File: src/rtl/traffic_pkg.sv
// Shared state encodings, colour codes and phase-duration lookup for the traffic blocks.
// Define INTERSECTION_NIGHT_FLASH_EN to include the FLASH state.
package traffic_pkg;

  typedef enum logic [2:0] {
    RST_S = 3'd0,
    NS_G  = 3'd1,
    NS_Y  = 3'd2,
    ALL_R = 3'd3,
    EW_G  = 3'd4,
    EW_Y  = 3'd5,
    PED   = 3'd6
`ifdef INTERSECTION_NIGHT_FLASH_EN
    , FLASH = 3'd7
`endif
  } state_t;

  localparam logic [11:0] RED    = 12'hF00;
  localparam logic [11:0] GREEN  = 12'h0F0;
  localparam logic [11:0] YELLOW = 12'hFF0;
  localparam logic [11:0] OFF    = 12'h000;

  // States without a timed phase report one second so the compare stays well-formed.
  function automatic logic [3:0] dur_of(input state_t s, input int green_s, input int yellow_s,
                                        input int allred_s, input int ped_s);
    logic [3:0] d;
    d = 4'd1;
    case (s)
      NS_G, EW_G: d = 4'(green_s);
      NS_Y, EW_Y: d = 4'(yellow_s);
      ALL_R:      d = 4'(allred_s);
      PED:        d = 4'(ped_s);
      default:    d = 4'd1;
    endcase
    return d;
  endfunction

endpackage

File: src/rtl/sec_tick_gen.sv
// One-cycle tick every TICKS_PER_SEC clocks; deasserting en clears the count so the
// next second starts fresh.
module sec_tick_gen #(
  parameter int TICKS_PER_SEC = 1_000_000,
  parameter int CNT_W         = 20
) (
  input  logic clk,
  input  logic rst,
  input  logic en,
  output logic tick
);

  localparam logic [CNT_W-1:0] LAST = CNT_W'(TICKS_PER_SEC - 1);

  logic [CNT_W-1:0] tick_cnt;

  assign tick = en && (tick_cnt == LAST);

  always_ff @(posedge clk or posedge rst) begin
    if (rst) begin
      tick_cnt <= '0;
    end else if (!en || tick) begin
      tick_cnt <= '0;
    end else begin
      tick_cnt <= tick_cnt + 1'b1;
    end
  end

endmodule

File: src/rtl/intersection_ctrl.sv
// Four-way intersection sequencer with pedestrian insertion and manual stepping.
// Define INTERSECTION_NIGHT_FLASH_EN to add the night input and the flashing-yellow state.
module intersection_ctrl
  import traffic_pkg::*;
#(
  parameter int TICKS_PER_SEC = 1_000_000,
  parameter int GREEN_S       = 5,
  parameter int YELLOW_S      = 2,
  parameter int ALLRED_S      = 1,
  parameter int PED_S         = 4
) (
  input  logic        clk,
  input  logic        rst,
  input  logic        mode,
  input  logic        pulse,
  input  logic        ped_req,
`ifdef INTERSECTION_NIGHT_FLASH_EN
  input  logic        night,
`endif
  output logic [11:0] ns_rgb,
  output logic [11:0] ew_rgb,
  output logic        ped_walk,
  output logic [2:0]  state_o
);

  state_t     state;
  logic [3:0] sec_cnt;
  logic       next_dir;
  logic       ped_pend;
  logic       tick_en;
  logic       sec_tick;
  logic       adv;
`ifdef INTERSECTION_NIGHT_FLASH_EN
  logic       flash_on;

  // Counter is held clear on entry to and exit from FLASH so both start on a whole second.
  assign tick_en = !mode && (state != RST_S) && (night == (state == FLASH));
`else
  assign tick_en = !mode && (state != RST_S);
`endif

  sec_tick_gen #(
    .TICKS_PER_SEC(TICKS_PER_SEC),
    .CNT_W        (20)
  ) u_sec_tick (
    .clk (clk),
    .rst (rst),
    .en  (tick_en),
    .tick(sec_tick)
  );

  assign adv = (!mode && sec_tick &&
                (sec_cnt == dur_of(state, GREEN_S, YELLOW_S, ALLRED_S, PED_S) - 4'd1))
             || (mode && pulse);

  always_ff @(posedge clk or posedge rst) begin
    if (rst) begin
      state    <= RST_S;
      sec_cnt  <= 4'd0;
      next_dir <= 1'b0;
      ped_pend <= 1'b0;
`ifdef INTERSECTION_NIGHT_FLASH_EN
      flash_on <= 1'b0;
`endif
    end else begin
      if (mode || adv) begin
        sec_cnt <= 4'd0;
      end else if (sec_tick) begin
        sec_cnt <= sec_cnt + 4'd1;
      end

      if (ped_req && state != PED) begin
        ped_pend <= 1'b1;
      end

`ifdef INTERSECTION_NIGHT_FLASH_EN
      if (night && !mode) begin
        state    <= FLASH;
        ped_pend <= 1'b0;
        sec_cnt  <= 4'd0;
        if (state != FLASH) begin
          flash_on <= 1'b1;
        end else if (sec_tick) begin
          flash_on <= !flash_on;
        end
      end else
`endif
      // Later assignments to ped_pend override the request latch above, so PED entry wins.
      case (state)
        RST_S: state <= ALL_R;
        NS_G:  if (adv) state <= NS_Y;
        NS_Y:  if (adv) begin
                 state    <= ALL_R;
                 next_dir <= 1'b1;
               end
        EW_G:  if (adv) state <= EW_Y;
        EW_Y:  if (adv) begin
                 state    <= ALL_R;
                 next_dir <= 1'b0;
               end
        ALL_R: if (adv) begin
                 if (ped_pend) begin
                   state    <= PED;
                   ped_pend <= 1'b0;
                 end else begin
                   state <= next_dir ? EW_G : NS_G;
                 end
               end
        PED:   if (adv) state <= next_dir ? EW_G : NS_G;
`ifdef INTERSECTION_NIGHT_FLASH_EN
        FLASH: begin
                 ped_pend <= 1'b0;
                 sec_cnt  <= 4'd0;
                 if (!night) begin
                   state    <= ALL_R;
                   next_dir <= 1'b0;
                 end
               end
`endif
        default: state <= RST_S;
      endcase
    end
  end

  always_comb begin
    ns_rgb   = OFF;
    ew_rgb   = OFF;
    ped_walk = 1'b0;
    case (state)
      NS_G:  begin ns_rgb = GREEN;  ew_rgb = RED;    end
      NS_Y:  begin ns_rgb = YELLOW; ew_rgb = RED;    end
      EW_G:  begin ns_rgb = RED;    ew_rgb = GREEN;  end
      EW_Y:  begin ns_rgb = RED;    ew_rgb = YELLOW; end
      ALL_R: begin ns_rgb = RED;    ew_rgb = RED;    end
      PED:   begin ns_rgb = RED;    ew_rgb = RED;    ped_walk = 1'b1; end
`ifdef INTERSECTION_NIGHT_FLASH_EN
      FLASH: begin
               ns_rgb = flash_on ? YELLOW : OFF;
               ew_rgb = flash_on ? YELLOW : OFF;
             end
`endif
      default: begin ns_rgb = OFF; ew_rgb = OFF; end
    endcase
  end

  assign state_o = state;

endmodule
File: config.mk
export PLATFORM = sky130hd
export DESIGN_NAME = intersection_ctrl
export DESIGN_NICKNAME = d
export VERILOG_FILES = /design/src/rtl/traffic_pkg.sv /design/src/rtl/sec_tick_gen.sv /design/src/rtl/intersection_ctrl.sv
export SDC_FILE = /design/constraint.sdc
export NUM_CORES = 1
export LEC_CHECK = 0
export BUFFER_PORTS_ARGS = -buffer_cell sky130_fd_sc_hd__buf_2
export CORE_MARGIN = 3
export CORE_UTILIZATION = 30
export CTS_BUF_LIST = sky130_fd_sc_hd__clkbuf_4 sky130_fd_sc_hd__clkbuf_8
export CTS_CLUSTER_SIZE = 40
export DETAILED_ROUTE_END_ITERATION = 6
export GPL_TIMING_DRIVEN = 0
export PLACE_DENSITY = 0.46
export SYNTH_ARGS = -nofsm -noshare
export SYNTH_HDL_FRONTEND = slang
export SYNTH_HIERARCHICAL = 1
export SYNTH_SLANG_ARGS = --single-unit
File: constraint.sdc
create_clock -name clk -period 4.4 [get_ports clk]
set_input_delay 0.22 -clock clk [delete_from_list [all_inputs] [get_ports clk]]
set_output_delay 0.22 -clock clk [all_outputs]
set_load 0.02 [all_outputs]
==> results_dict.tcl <==
set metrics [dict create \
    drive_gt1_share_pct 27.8 \
    min_delay_path_depth 3 \
    cellPowerDensity_mw_per_mm2 542 \
    wl_per_cell_um 12.3 \
    status "finished, final reports clean" \
    synth_mux_area_share_pct 0.544 \
    r2r-start "u_sec_tick/tick_cnt[0]" \
    clkTransAtPathRegs_ns 0.07 \
    synth_top_family_by_area "simple AND/OR/NAND/NOR gates" \
    ys_ff_latch 29 \
    multi_input_area_um2 907 \
    io_pins 33 \
    grt_max_degree 21 \
    grt_use_met1_pct 15.8 \
    crit_path_start_kind "register" \
    cp.required_ns 4.56 \
    netlist_instances 208 \
    reg2reg_to "state_o[2]" \
    vias_per_cell 4.75 \
    synth-async-reset-ratio_pct 100 \
    synth_compound_area_share_pct 13.3 \
    dieArea_mm2 0.00711 \
    path_class "reg2reg" \
    cts_tree "built" \
    antenna_left 0 \
    met2_usage_pct 18.1 \
    cp.arrival_ns 3.44 \
    core_mm2 0.00571 \
    avgSynthCellArea_um2 8.84 \
    antenna_cells 0 \
    hp-class "in2reg" \
    grt_pass1_wl_mm 6.83 \
    yosys_warnings 6 \
    clock_latency_ns 0.27 \
    numCtsBuffers 5 \
    track_usage_pct 11.6 \
    p_total_mw 1.19 \
    die-height_um 84.3 \
    synth_xor_area_share_pct 7.14 \
    synth_area_leaders "dfrtp_1 39%, buf_4 8.2%, nor2_1 5.9%, xnor2_1 4.8%, a21oi_1 3.0%" \
    synth_top_area_share_pct 39.5 \
    gp_congestion 0.780 \
    worstMarginPinSlew_ns 0.902 \
    drtPass1Iterations 5 \
    overflow 0 \
    finalSetupTns_ns 0 \
    antenna_found_initial 0 \
    synth_common_cells "29 x dfrtp_1, 29 x nor2_1, 20 x buf_4" \
    cts_sinks 29 \
    cts_root_buf "clkbuf_8" \
    area_growth_pct 19.9 \
    grt_pass1_vias 1419 \
    skew_ns 0.00301 \
    drc 0 \
    die_w_um 84.3 \
    yosysSeqAreaShare_pct 39.5 \
    setup_viol 0 \
    gr-usage-met3_pct 3.04 \
    final_nets 254 \
    hold_ws_ns 0.197 \
    rows 27 \
    clock.fmax_mhz 305 \
    yosys.area_share.simple_pct 25.3 \
    min_period_over_period_pct 74.5 \
    n_fill_cell 594 \
    regArea_um2 726 \
    vdd_drop_max_mv 0.303 \
    initial_core_util_pct 32.2 \
    wirelength_mm 3.94 \
    p_leak_nw 0.940 \
    dr_total_vias 1521 \
    finalHoldViolCount 0 \
    whs_endpoint "ped_pend" \
    yosysTopAreaCell "dfrtp_1" \
    synth-edff-count 0 \
    cts_max_path_buffers 2 \
    min_from "ped_req" \
    htree_levels 2 \
    drv_slew 0 \
    max_cap_violations 0 \
    reg2reg_slack_ns 1.12 \
    synth.cell_area_mm2 0.00184 \
    yosys_most_used_dff "dfrtp_1" \
    dp_hpwl_mm 2.88 \
    crit_start "u_sec_tick/tick_cnt[0]" \
    top_usage_layer "met2" \
    max_slew_margin_pct 39.3 \
    period_minus_slack_ns 3.28 \
    synth_cell_type_count 44 \
    reg2reg_depth 11 \
    synth_adder_area_share_pct 1.36 \
    critPathCaptureType "register" \
    io_buffers 24 \
    drtIter0Drc 51 \
    worstPathMaxFanout 7 \
    rsz0062_at_grt "false" \
]
## per-layer routing
metal / share of wire [%] / vias to the layer above
met1: 49 / 701
met2: 45 / 42
met3: 5.7 / 2
met4: 0.69 / 0
met5: 0 / -
li1: - / 776
## logic make-up (layout without fill, tap and decap cells)
logic type | after synthesis | in the layout
AO/OA/AOI/OAI | 35 | 35
XOR/XNOR | 15 | 15
adder cells (fa/ha/maj) | 2 | 2
buffers and inverters | 37 | 70
flip-flops | 29 | 29
multiplexers | 1 | 1
other | 1 | 8
AND/OR/NAND/NOR | 88 | 88
## cell type report
| type | count | area share [%] |
|---|---|---|
| Inverter | 10 | 1.70 |
| Clock inverter | 1 | 1.36 |
| Tap cell | 72 | 4.08 |
| Multi-Input combinational cell | 149 | 41.1 |
| Clock buffer | 7 | 4.08 |
| Sequential cell | 29 | 32.9 |
| Timing Repair Buffer | 25 | 5.90 |
| Buffer | 27 | 8.85 |
## where the power goes
| part | leakage [nW] | total, mW | switching [mW] | internal [mW] |
|---|---|---|---|---|
| registers | 0.391 | 0.330 | 0.0346 | 0.295 |
| clock network | 0.0619 | 0.293 | 0.103 | 0.191 |
| logic | 0.487 | 0.571 | 0.337 | 0.234 |
| total | 0.940 | 1.19 | 0.474 | 0.720 |
## placed cells by master, fill, tap and decap left out, types with 2 or more instances in the layout
cell	count
a21oi_1	11
a31o_1	2
buf_2	27
buf_4	20
buf_6	2
clkbuf_1	2
clkbuf_8	6
conb_1	8
dfrtp_1	29
ha_1	2
inv_1	10
nand2_1	12
nand2b_1	3
nand3_1	5
nand3_2	2
nand4_1	5
nor2_1	29
nor2b_1	2
nor3_1	5
nor4_1	5
o21ai_0	7
o221ai_1	2
o22ai_1	2
o31ai_1	2
or2_2	2
or2b_2	2
or3_1	6
or4_1	5
xnor2_1	10
xor2_1	5
## state kept, by name, indices dropped and copies added, names as in the netlist
register	cells
next_dir	1
sec_cnt	4
ped_pend	1
u_sec_tick/tick_cnt	20
state_o	3
## worst max path at each step
stage / endpoint / slack (ns)
3_5_place_dp: state_o[2] / 1.10
2_1_floorplan: state_o[2] / 1.61
5_1_grt: state_o[1] / 0.87
4_1_cts: state_o[2] / 1.09
6_report: state_o[2] / 1.12
3_3_place_gp: state_o[2] / 1.07
## stage by stage
| stage | instance area [µm²] | setup WS (ns) | std cells | util, % |
|---|---|---|---|---|
| 6_report | 2210 | 1.12 | 320 | 38.6 |
| 5_1_grt | 2210 | 0.866 | 320 | 38.6 |
| 4_1_cts | 2210 | 1.09 | 320 | 38.6 |
| 3_5_place_dp | 2080 | 1.10 | 311 | 36.4 |
| 3_3_place_gp | 2080 | 1.07 | 311 | 36.4 |
| 2_1_floorplan | 1870 | 1.61 | 215 | - |
## worst max-delay path, cell delays in order, from the launching register on
cell      delay, ns
dfrtp_1        0.39
ha_1           0.22
nand4_1        0.29
or2_2          0.43
nor4_1         0.76
nand2b_1       0.15
nor3_1         0.18
a31o_1         0.20
or2_1          0.12
buf_6          0.12
o211ai_2       0.07
a31o_1         0.22
## repair_timing
| item | CTS | global route |
|---|---|---|
| buffers inserted | 0 | 0 |
| hold buffers | 1 | 0 |
| hold endpoints to repair | 9 | 0 |
| gates resized for setup | 0 | 0 |
(Power assumes the default switching activity.)
